File: src/rtl/weight_dma_engine.sv
// weight_dma_engine: burst-read DMA filling one Q/K/V/input CIM buffer per controller request.
// Optional protocol checking (err output) is built in when WDMA_ERR_CHECK_EN is defined.
module weight_dma_engine #(
    parameter int BUS_ADDR_WIDTH = 32,
    parameter int DATA_WIDTH     = 32,
    parameter int BURST_LEN      = 16,
    parameter int TRANSFER_WORDS = 64,
    parameter int BUF_ADDR_WIDTH = 6
) (
    input  logic                      clk,
    input  logic                      rst,
    input  logic                      enable_weight_dma,
    input  logic [BUS_ADDR_WIDTH-1:0] weight_address,
    input  logic [1:0]                weight_sel_qkv,
    output logic                      done_weight_dma,
    output logic                      bus_req,
    output logic [BUS_ADDR_WIDTH-1:0] bus_addr,
    output logic [7:0]                bus_len,
    input  logic                      bus_gnt,
    input  logic                      bus_rvalid,
    input  logic [DATA_WIDTH-1:0]     bus_rdata,
    input  logic                      bus_rlast,
    output logic                      buf_we,
    output logic [1:0]                buf_sel,
    output logic [BUF_ADDR_WIDTH-1:0] buf_addr,
    output logic [DATA_WIDTH-1:0]     buf_wdata,
    output logic                      err
);
    localparam int CW = $clog2(TRANSFER_WORDS + 1);

    typedef enum logic [2:0] {IDLE, REQ, DATA, DONE, HOLD} state_t;

    state_t                    state_q, state_d;
    logic [BUS_ADDR_WIDTH-1:0] base_q, base_d, bus_addr_q, bus_addr_d;
    logic [1:0]                sel_q, sel_d, buf_sel_q, buf_sel_d;
    logic [CW-1:0]             rem_q, rem_d, off_q, off_d;
    logic [7:0]                len_q, len_d, beat_q, beat_d;
    logic                      buf_we_q, buf_we_d;
    logic [BUF_ADDR_WIDTH-1:0] buf_addr_q, buf_addr_d;
    logic [DATA_WIDTH-1:0]     buf_wdata_q, buf_wdata_d;
    logic                      start, last_beat;

    function automatic logic [7:0] burst_len(input logic [CW-1:0] r);
        return (int'(r) >= BURST_LEN) ? 8'(BURST_LEN - 1) : 8'(r - 1'b1);
    endfunction

    // HOLD restarts only on a changed {address, sel}, since enable stays high between loads
    assign start     = enable_weight_dma && (state_q == IDLE || (state_q == HOLD &&
                       (weight_address != base_q || weight_sel_qkv != sel_q)));
    assign last_beat = beat_q == len_q;

    always_comb begin
        state_d     = state_q;
        base_d      = base_q;
        sel_d       = sel_q;
        rem_d       = rem_q;
        off_d       = off_q;
        len_d       = len_q;
        beat_d      = beat_q;
        bus_addr_d  = bus_addr_q;
        buf_sel_d   = buf_sel_q;
        buf_addr_d  = buf_addr_q;
        buf_wdata_d = buf_wdata_q;
        buf_we_d    = 1'b0;
        case (state_q)
            IDLE, HOLD: begin
                if (start) begin
                    base_d     = weight_address;
                    sel_d      = weight_sel_qkv;
                    rem_d      = CW'(TRANSFER_WORDS);
                    off_d      = '0;
                    bus_addr_d = weight_address;
                    len_d      = burst_len(CW'(TRANSFER_WORDS));
                    state_d    = REQ;
                end else if (state_q == HOLD && !enable_weight_dma) begin
                    state_d = IDLE;
                end
            end
            REQ: begin
                if (bus_gnt) begin
                    beat_d  = '0;
                    state_d = DATA;
                end
            end
            DATA: begin
                if (bus_rvalid) begin
                    buf_we_d    = 1'b1;
                    buf_addr_d  = BUF_ADDR_WIDTH'(off_q);
                    buf_wdata_d = bus_rdata;
                    buf_sel_d   = sel_q;
                    off_d       = off_q + 1'b1;
                    rem_d       = rem_q - 1'b1;
                    beat_d      = beat_q + 8'd1;
                    if (last_beat) begin
                        state_d = (rem_d != '0) ? REQ : DONE;
                        if (rem_d != '0) begin
                            bus_addr_d = base_q + BUS_ADDR_WIDTH'(off_d);
                            len_d      = burst_len(rem_d);
                        end
                    end
                end
            end
            DONE:    state_d = HOLD;
            default: state_d = IDLE;
        endcase
    end

    always_ff @(posedge clk or posedge rst) begin
        if (rst) begin
            state_q     <= IDLE;
            base_q      <= '0;
            sel_q       <= '0;
            rem_q       <= '0;
            off_q       <= '0;
            len_q       <= '0;
            beat_q      <= '0;
            bus_addr_q  <= '0;
            buf_sel_q   <= '0;
            buf_addr_q  <= '0;
            buf_wdata_q <= '0;
            buf_we_q    <= 1'b0;
        end else begin
            state_q     <= state_d;
            base_q      <= base_d;
            sel_q       <= sel_d;
            rem_q       <= rem_d;
            off_q       <= off_d;
            len_q       <= len_d;
            beat_q      <= beat_d;
            bus_addr_q  <= bus_addr_d;
            buf_sel_q   <= buf_sel_d;
            buf_addr_q  <= buf_addr_d;
            buf_wdata_q <= buf_wdata_d;
            buf_we_q    <= buf_we_d;
        end
    end

    assign done_weight_dma = state_q == DONE;
    assign bus_req         = state_q == REQ;
    assign bus_addr        = bus_addr_q;
    assign bus_len         = len_q;
    assign buf_we          = buf_we_q;
    assign buf_sel         = buf_sel_q;
    assign buf_addr        = buf_addr_q;
    assign buf_wdata       = buf_wdata_q;

`ifdef WDMA_ERR_CHECK_EN
    logic in_buf_off, err_q, err_d;
    // software disable of the input-buffer target is not wired up yet
    assign in_buf_off = 1'b0;
    assign err_d = err_q || (bus_rvalid && (state_q != DATA || bus_rlast != last_beat)) ||
                   (start && weight_sel_qkv == 2'd3 && in_buf_off);
    always_ff @(posedge clk or posedge rst) begin
        if (rst) err_q <= 1'b0;
        else     err_q <= err_d;
    end
    assign err = err_q;
`else
    logic unused_rlast;
    assign unused_rlast = bus_rlast;
    assign err = 1'b0;
`endif
endmodule

File: config.mk
export PLATFORM = sky130hd
export DESIGN_NAME = weight_dma_engine
export DESIGN_NICKNAME = d
export VERILOG_FILES = /design/src/rtl/weight_dma_engine.sv
export SDC_FILE = /design/constraint.sdc
export NUM_CORES = 1
export LEC_CHECK = 0
export BUFFER_PORTS_ARGS = -buffer_cell sky130_fd_sc_hd__buf_2
export CELL_PAD_IN_SITES_DETAIL_PLACEMENT = 0
export CELL_PAD_IN_SITES_GLOBAL_PLACEMENT = 1
export CORE_MARGIN = 10
export CORE_UTILIZATION = 39
export CTS_CLUSTER_DIAMETER = 30
export DETAILED_ROUTE_END_ITERATION = 10
export PLACE_DENSITY_LB_ADDON = 0.08
export SLEW_MARGIN = 20
export SYNTH_ARGS = -nofsm -noshare
export SYNTH_HDL_FRONTEND = slang
export SYNTH_SLANG_ARGS = --single-unit
File: constraint.sdc
create_clock -name clk -period 7 [get_ports clk]
set_input_delay 1.4 -clock clk [delete_from_list [all_inputs] [get_ports clk]]
set_output_delay 1.4 -clock clk [all_outputs]
set_load 0.05 [all_outputs]
## Word level (Yosys, flattened, before mapping)

Index checks and enable logic that the tools add are counted.

| storage, ports and cells | value |
|---|---|
| flip-flop bits (word level) | 140 |
| input bits | 72 |

| cells by class | value |
|---|---|
| add/sub/neg operators | 5 |
| $lt $le $gt $ge | 1 |
| equality and inequality tests | 13 |
| multiplexer cells | 29 |
| reductions and logical operators | 17 |

Operators by type and width:

| operator | number |
|---|---|
| $mux 32 | 4 |
| $pmux 32 s2 | 1 |
| $mux 8 | 7 |
| $add 32x7->32 | 1 |
| $ne 32x32->1 | 1 |
| $pmux 8 s2 | 2 |
| $mux 7 | 4 |
| $pmux 7 s2 | 2 |
| $mux 3 | 5 |
| $pmux 3 s4 | 1 |
| $add 8x1->8 const B | 1 |
| $eq 8x8->1 | 1 |
| $ne 2x2->1 const B | 4 |
| $sub 7x1->8 const B | 1 |
| $add 7x1->7 const B | 1 |
| $ge 7x5->1 const B | 1 |
| $reduce_bool 7->1 | 1 |
| $sub 7x1->7 const B | 1 |
| $eq 3x2->1 const B | 2 |
| $reduce_and 3->1 | 2 |
| $reduce_and 5->1 | 1 |
| $reduce_and 2->1 | 2 |
| $reduce_and 4->1 | 1 |
| $reduce_bool 2->1 | 2 |
| 12 further kinds | 16 |

## Depth between registers and ports, before layout

Gate-level depths: netlist of the first run.

| logic depth | value |
|---|---|
| depth in word-level cells | 7 |
| mapped depth | 12 |
| depth with buffers taken out | 11 |

## Worst setup path before layout of the first run

No wires, ideal clock.

| timing path | value |
|---|---|
| path type | in2reg |
| from | input port weight_sel_qkv[0] |
| to | register base_q[1] |
| library setup time | 0.125 ns |
| data arrival time | 2.939 ns |
| required time | 6.875 ns |
| setup slack | 3.936 ns |
| cell stages on the path | 7 |
| buffers on the path | 1 |
| path through | xnor2_1 -> nand4_1 -> nor4_1 -> nand4_1 -> nand2_1 -> buf_2 -> mux2_2 |

| on the way | value |
|---|---|
| longest elaborated chain between the ends | 6 |

RTL lines:

| item | RTL line | RTL |
|---|---|---|
| start: declaration | 14 | `input logic [1:0] weight_sel_qkv,` |
| $ne 2x2->1 | 49 | `(weight_address != base_q \|\| weight_sel_qkv != sel_q)));` |
| $logic_or 1x1->1 | 49 |  |
| $logic_and 1x1->1 | 48 | `assign start = enable_weight_dma && (state_q == IDLE \|\| (state_q == HOLD &&` |
| $logic_or 1x1->1 | 48 |  |
| $logic_and 1x1->1 | 48 |  |
| $reduce_and 2->1 (no line) | - |  |
| end signal: assignment | 124 | `base_q <= base_d;` |
| end: declaration | 34 | `logic [BUS_ADDR_WIDTH-1:0] base_q, base_d, bus_addr_q, bus_addr_d;` |

No other way between the ends.
A chain may end at the register's enable or synchronous reset.

## Final worst setup path of the first run

| timing path | value |
|---|---|
| from | register off_q[1] |
| to | register bus_addr_q[25] (netlist: bus_addr[25]) |

| on the way | value |
|---|---|
| longest elaborated chain between the ends | 6 |

RTL lines:

| item | RTL line | RTL |
|---|---|---|
| start: declaration | 36 | `logic [CW-1:0] rem_q, rem_d, off_q, off_d;` |
| start signal: assignment | 114 | `off_q <= '0;` |
| start signal: assignment | 127 | `off_q <= off_d;` |
| $add 7x1->7 | 91 | `off_d = off_q + 1'b1;` |
| $add 32x7->32 | 97 | `bus_addr_d = base_q + BUS_ADDR_WIDTH'(off_d);` |
| $mux 32 | 96 | `if (rem_d != '0) begin` |
| $mux 32 | 94 | `if (last_beat) begin` |
| $mux 32 | 86 | `if (bus_rvalid) begin` |
| $pmux 32 s2 | 65 | `case (state_q)` |
| end signal: assignment | 130 | `bus_addr_q <= bus_addr_d;` |
| end: declaration | 34 |  |

No other way between the ends. The select of a mux whose other input is x is not followed.

==> results of run 1 <==
[where the power goes]
part / leakage, nW / internal (mW) / switching [mW]
Clock: 0.322 / 0.700 / 0.347
Combinational: 2.49 / 0.951 / 1.68
Sequential: 1.72 / 1.16 / 0.323
Total: 4.53 / 2.82 / 2.35
[cells by family (layout without fill, tap and decap cells)]
| group | Yosys count | in the layout |
|---|---|---|
| adders and majority gates | 15 | 15 |
| xor gates and xnor gates | 74 | 74 |
| muxes | 76 | 76 |
| AOI/OAI and AO/OA | 99 | 99 |
| and+or+nand+nor | 283 | 283 |
| buffers and inverters | 55 | 205 |
| DFF | 140 | 140 |
| other | 1 | 2 |
[worst max-delay path, cell delays in order, from the launching register on]
cell and delay (ps):
dfrtp_1 420, ha_1 250, nand3_1 130, xnor2_1 180, ha_1 370, o211ai_1 120
o211ai_1 590, nand3_1 510, or4_1 600, a31oi_1 200, mux2_4 170
[how the worst max path moves through the flow]
| stage | start | cells past startpoint | endpoint | slack (ps) |
|---|---|---|---|---|
| after floorplan | rst | 1 | base_q[0] | 1850 |
| after global placement | weight_address[25] | 7 | bus_addr[25] | 3130 |
| after detailed placement | weight_address[25] | 7 | bus_addr[29] | 3100 |
| after CTS | off_q[1] | 10 | bus_addr[25] | 3380 |
| after global routing | off_q[1] | 10 | bus_addr[31] | 3020 |
| final | off_q[1] | 10 | bus_addr[25] | 3390 |
[cell usage in the layout, fill, tap and decap left out, types with 3 or more instances in the layout]
cell type | Yosys | final
nand3_1 | 18 | 18
and2_1 | 5 | 5
a21oi_1 | 10 | 10
bufinv_16 | 0 | 7
nand4_1 | 20 | 20
dfrtp_1 | 140 | 140
a22o_1 | 7 | 7
xor2_1 | 35 | 35
mux2i_1 | 5 | 5
mux2_4 | 36 | 36
clkinv_4 | 0 | 3
xnor2_1 | 39 | 39
nor2_1 | 25 | 25
nor4_1 | 6 | 6
inv_1 | 19 | 17
nor2b_1 | 3 | 3
or4_1 | 3 | 3
a21o_1 | 8 | 8
nor3_1 | 7 | 7
nand2_1 | 171 | 170
and4_1 | 4 | 4
clkbuf_16 | 0 | 17
mux2_2 | 35 | 35
o21ai_0 | 39 | 39
a31oi_1 | 7 | 7
and3_1 | 5 | 5
or3_1 | 5 | 5
buf_2 | 5 | 153
o211a_1 | 3 | 3
ha_1 | 14 | 14
buf_4 | 1 | 4
[flip-flops by register name, indices dropped and copies added (netlist names)]
| signal | count |
|---|---|
| rem_q | 7 |
| beat_q | 8 |
| buf_addr | 6 |
| buf_sel | 2 |
| bus_addr | 32 |
| state_q | 3 |
| off_q | 7 |
| buf_we | 1 |
| base_q | 32 |
| bus_len | 8 |
| buf_wdata | 32 |
| sel_q | 2 |
[final cells by class]
class	instances	area, sq um	area share
clock inverters	11	244	0.0265
flip-flops and latches	140	3500	0.381
multi-input cells	548	3820	0.415
diodes	1	2.50	0.000272
well taps	260	325	0.0354
clock buffers	18	429	0.0467
repair buffers	157	796	0.0866
inverters	19	76.3	0.00830
[routing by layer]
layer | wire (microns) | global-route usage | vias up
li1 | - | - | 2836
met4 | 227 | 0.0442 | 0
met2 | 9040 | 0.239 | 126
met1 | 9830 | 0.220 | 2804
met5 | 0 | 0 | -
met3 | 1110 | 0.0462 | 18
[synth_stat cells, drive strengths merged (3+ instances only)]
cell | number | area share
a21oi | 10 | 0.0066
or3 | 5 | 0.0041
and4 | 4 | 0.0046
ha | 14 | 0.023
and3 | 5 | 0.0041
a21o | 8 | 0.0079
xor2 | 35 | 0.040
mux2i | 5 | 0.0066
nand4 | 20 | 0.016
inv | 19 | 0.0094
mux2 | 71 | 0.12
nand2 | 171 | 0.085
nor4 | 6 | 0.0049
clkbuf | 23 | 0.012
nor2 | 25 | 0.012
a22o | 7 | 0.0081
nand3 | 19 | 0.014
o21ai | 39 | 0.026
nor3b | 3 | 0.0030
buf | 13 | 0.016
dfrtp | 140 | 0.46
and2 | 5 | 0.0041
xnor2 | 39 | 0.045
o211a | 3 | 0.0040
nor3 | 7 | 0.0046
a31oi | 8 | 0.0086
nor2b | 3 | 0.0025
or4 | 3 | 0.0030
==> impl_metrics.ini, run 1 <==
[status]
status = complete, no violations

[grt]
grt_pass1_wl_microns = 33000
grt_pass1_vias = 5935
grt_usage = 0.160
grt_overflow_total = 0
grt_max_degree = 84
antenna_found_initial = 1

[sta]
fin_ws_ps = 3390
min_period_ps = 3610
slew_violations = 0
slew_headroom = 0.333
finalSetupViolCount = 0
holdWs_ps = 465
min_period_over_period = 0.516
finalSetupTns_ps = 0
rsz0062_at_grt = false
hold_violations = 0
finClkSkew_ps = 10.3
fmax_mhz = 277
worst_pin_slew_ps = 1000

[yosys]
ys_seq_area_frac = 0.461
synth_area_sq_um = 7600
synth-seq-cells = 140
synth_area_per_cell_sq_um = 10.2
async_flop_share = 1.00
synthAdderAreaFrac = 0.0257
synth_xor_area_frac = 0.0853
synth_mux_area_frac = 0.130
synth-edff-count = 0
synth-simple-area-share = 0.171
synth_top_family_by_area = simple AND/OR/NAND/NOR gates
synth_flop_cell = dfrtp_1
synth_compound_area_frac = 0.0894
synth_cell_type_count = 61
netlist_instances = 743
syn_nets = 830
yosys_warnings = 0

[critical_path]
crit_path_end_kind = flop
reg2reg_slack_ps = 3390
worstSetupPathType = flop to flop
start_kind = flop
cp.arrival_ps = 3980
reg2reg_to = bus_addr[25]
r2r_start = off_q[1]
critPathRequiredTime_ps = 7360
reg2reg_depth = 10
cp_max_fo = 9

[power_and_ir_drop]
p_per_area_nw_per_um2 = 562
p_total_mw = 5.16
p_leak_nw = 4.53
vdd_drop_max_v = 0.000264

[finish]
fin_cells = 1154
finalInstanceArea_sq_um = 9190
fill_cells = 1823
area_delta_synth_final_pct = 21.0
nets = 970
final_core_utilization = 0.485
drive_gt1_frac = 0.303

[drt]
first_pass_iters = 4
vias_per_cell = 5.01
drt_iter0_markers = 335
wl_per_cell_microns = 17.5
drc_errors = 0
ant_nets = 0
wl_microns = 20200
vias = 5784

[cts]
clock-sinks = 140
cts_resized = 0
clk_pin_slew_ps = 60
cts_hold_buffers = 0
insertion_delay_ps = 420
numCtsBuffers = 17
post_cts_buffers = 0
cts.path.max_buffers = 2
clockRootBuffer = clkbuf_16
h-tree-depth = 4
tritoncts = done

[place]
dpl_cell_area_sq_um = 8520
dp_worst_setup_slack_ps = 3100
portBuffers = 153
dp_cells = 1124
place_congestion = 0.796
hpwl_microns = 14500

[worst_hold_path]
hp-start = buf_wdata[10]
whs_path_depth = 2
hold_class = flop to flop
holdPathEnd = buf_wdata[10]

[floorplanning]
start_util = 0.401
io_pins = 156
die_y_microns = 160
std_cell_rows = 50
die_x_microns = 160
coreArea_sq_um = 19000
die_area_sq_um = 25500

[flow_run]
max_cap_viol_count = 0
(Power assumes the default switching activity.)
==> run 2, diff against run 1 <==
==> constraint.sdc (replaced) <==
create_clock -name clk -period 3.6 [get_ports clk]
set_input_delay 0.72 -clock clk [delete_from_list [all_inputs] [get_ports clk]]
set_output_delay 0.72 -clock clk [all_outputs]
set_load 0.05 [all_outputs]
==> run 2 against run 1 <==
  * Utilization increased by 0.18 points
  * Sequential share of layout area decreased by 0.14 points
  * Non-clock buffer count increased by 8
  * Clock-buffer cell count increased by 2
  * Final cell count increased by 0.95%
  * Via count increased by 0.36%
  * Critical path depth increased by 1
  * Clock skew about the same
  * Fmax increased by 9.5%
  * Flip-flop and latch count unchanged
  * Design area increased by 0.37%
  * Largest cell class unchanged
  * Highest routed layer is now met5
==> impl_metrics.ini, run 2 (synthesis gave the netlist of run 1 again) <==
[cts]
post_cts_buffers = 0
numCtsBuffers = 17
clockRootBuffer = clkbuf_16
cts_resized = 0
cts_hold_buffers = 0
cts.path.max_buffers = 2
clock-sinks = 140
tritoncts = done
insertion_delay_ps = 420
clk_pin_slew_ps = 70
h-tree-depth = 4

[drt]
wl_per_cell_microns = 17.4
ant_nets = 0
vias = 5805
wl_microns = 20300
drt_iter0_markers = 279
vias_per_cell = 4.98
first_pass_iters = 4
drc_errors = 0

[floorplanning]
io_pins = 156
coreArea_sq_um = 19000
die_y_microns = 160
die_area_sq_um = 25500
std_cell_rows = 50
start_util = 0.401
die_x_microns = 160

[grt]
grt_max_degree = 53
antenna_found_initial = 2
grt_pass1_vias = 5908
grt_usage = 0.158
grt_pass1_wl_microns = 32600
grt_overflow_total = 0

[sta]
min_period_over_period = 0.917
finalSetupViolCount = 0
fmax_mhz = 303
finalSetupTns_ps = 0
worst_pin_slew_ps = 772
rsz0062_at_grt = false
min_period_ps = 3300
slew_headroom = 0.484
hold_violations = 0
finClkSkew_ps = 10.4
slew_violations = 0

[flow_run]
max_cap_viol_count = 0

[finish]
nets = 978
area_delta_synth_final_pct = 21.5
fill_cells = 1838
drive_gt1_frac = 0.311
layout_common_cells = nand2_1, buf_2, dfrtp_1
finalInstanceArea_sq_um = 9230
final_common_cell = nand2_1
final_core_utilization = 0.487

[critical_path]
critPathRequiredTime_ps = 3970
reg2reg_depth = 11
worstSetupPathType = flop to flop
start_kind = flop
crit_path_end_kind = flop
cp.arrival_ps = 3670
r2r_start = off_q[1]
cp_max_fo = 8
startpoint = off_q[1]

[power_and_ir_drop]
p_total_mw = 9.87
vdd_drop_max_v = 0.000465
p_per_area_nw_per_um2 = 1070
p_leak_nw = 4.54

[place]
portBuffers = 153
place_congestion = 0.798
hpwl_microns = 15100
dpl_cell_area_sq_um = 8610

[status]
status = complete, no violations

[worst_hold_path]
hold_class = input pin to asynchronous set/reset pin
run 2: cell count changes in the layout (fill, tap and decap cells not counted), sizes merged:
| cell | previous run | this run |
|---|---|---|
| buf | 157 | 165 |
| bufinv | 7 | 3 |
| clkinvlp | 1 | 5 |
| clkbuf | 18 | 20 |
| inv | 19 | 20 |
run 2: layout make-up:
cell class | count | area (sq um) | share of cell area
Clock buffer | 20 | 447 | 0.0484
Multi-Input combinational cell | 548 | 3820 | 0.414
Tap cell | 260 | 325 | 0.0353
Timing Repair Buffer | 165 | 893 | 0.0968
Inverter | 19 | 75.1 | 0.00814
Clock inverter | 12 | 164 | 0.0178
Sequential cell | 140 | 3500 | 0.380
Antenna cell | 1 | 2.50 | 0.000271
run 2: metal layers:
layer	wire length [microns]	vias up	global-route usage
met4	299	2	0.0560
li1	-	2852	-
met2	8990	124	0.233
met1	9980	2804	0.218
met5	13	-	0
met3	1040	23	0.0436
run 2: final timing paths:
path / end / slack (ps)
setup reg to reg: bus_addr[30] / 300
hold reg to reg: buf_wdata[28] / 470
min in group clk: buf_wdata[28] / 470
setup / recovery: bus_addr[30] / 300
max in group asynchronous: buf_wdata[17] / 2270
hold / removal: bus_addr[18] / 430
run 2: report_power, final:
group | switching, mW | leakage, nW | internal, mW
logic | 3.27 | 2.54 | 1.88
clock network | 0.712 | 0.283 | 1.12
registers | 0.634 | 1.72 | 2.27
run 2: critical path: stages, from the launching register on:
cell and delay (ps):
dfrtp_1 420, ha_1 260, nand3_1 130, nor2_1 160, xor2_1 240, ha_1 280
o211a_1 280, and3_1 420, nand2_1 140, or4_1 520, a31oi_1 220, mux2_4 180
run 2: metrics by stage:
step	cells	hold WS (ps)	setup slack, ps
after global routing	1165	473	87.7
after detailed placement	1132	457	330
after global placement	1132	452	390
final	1165	427	299
after floorplan	743	456	745
after CTS	1164	450	317
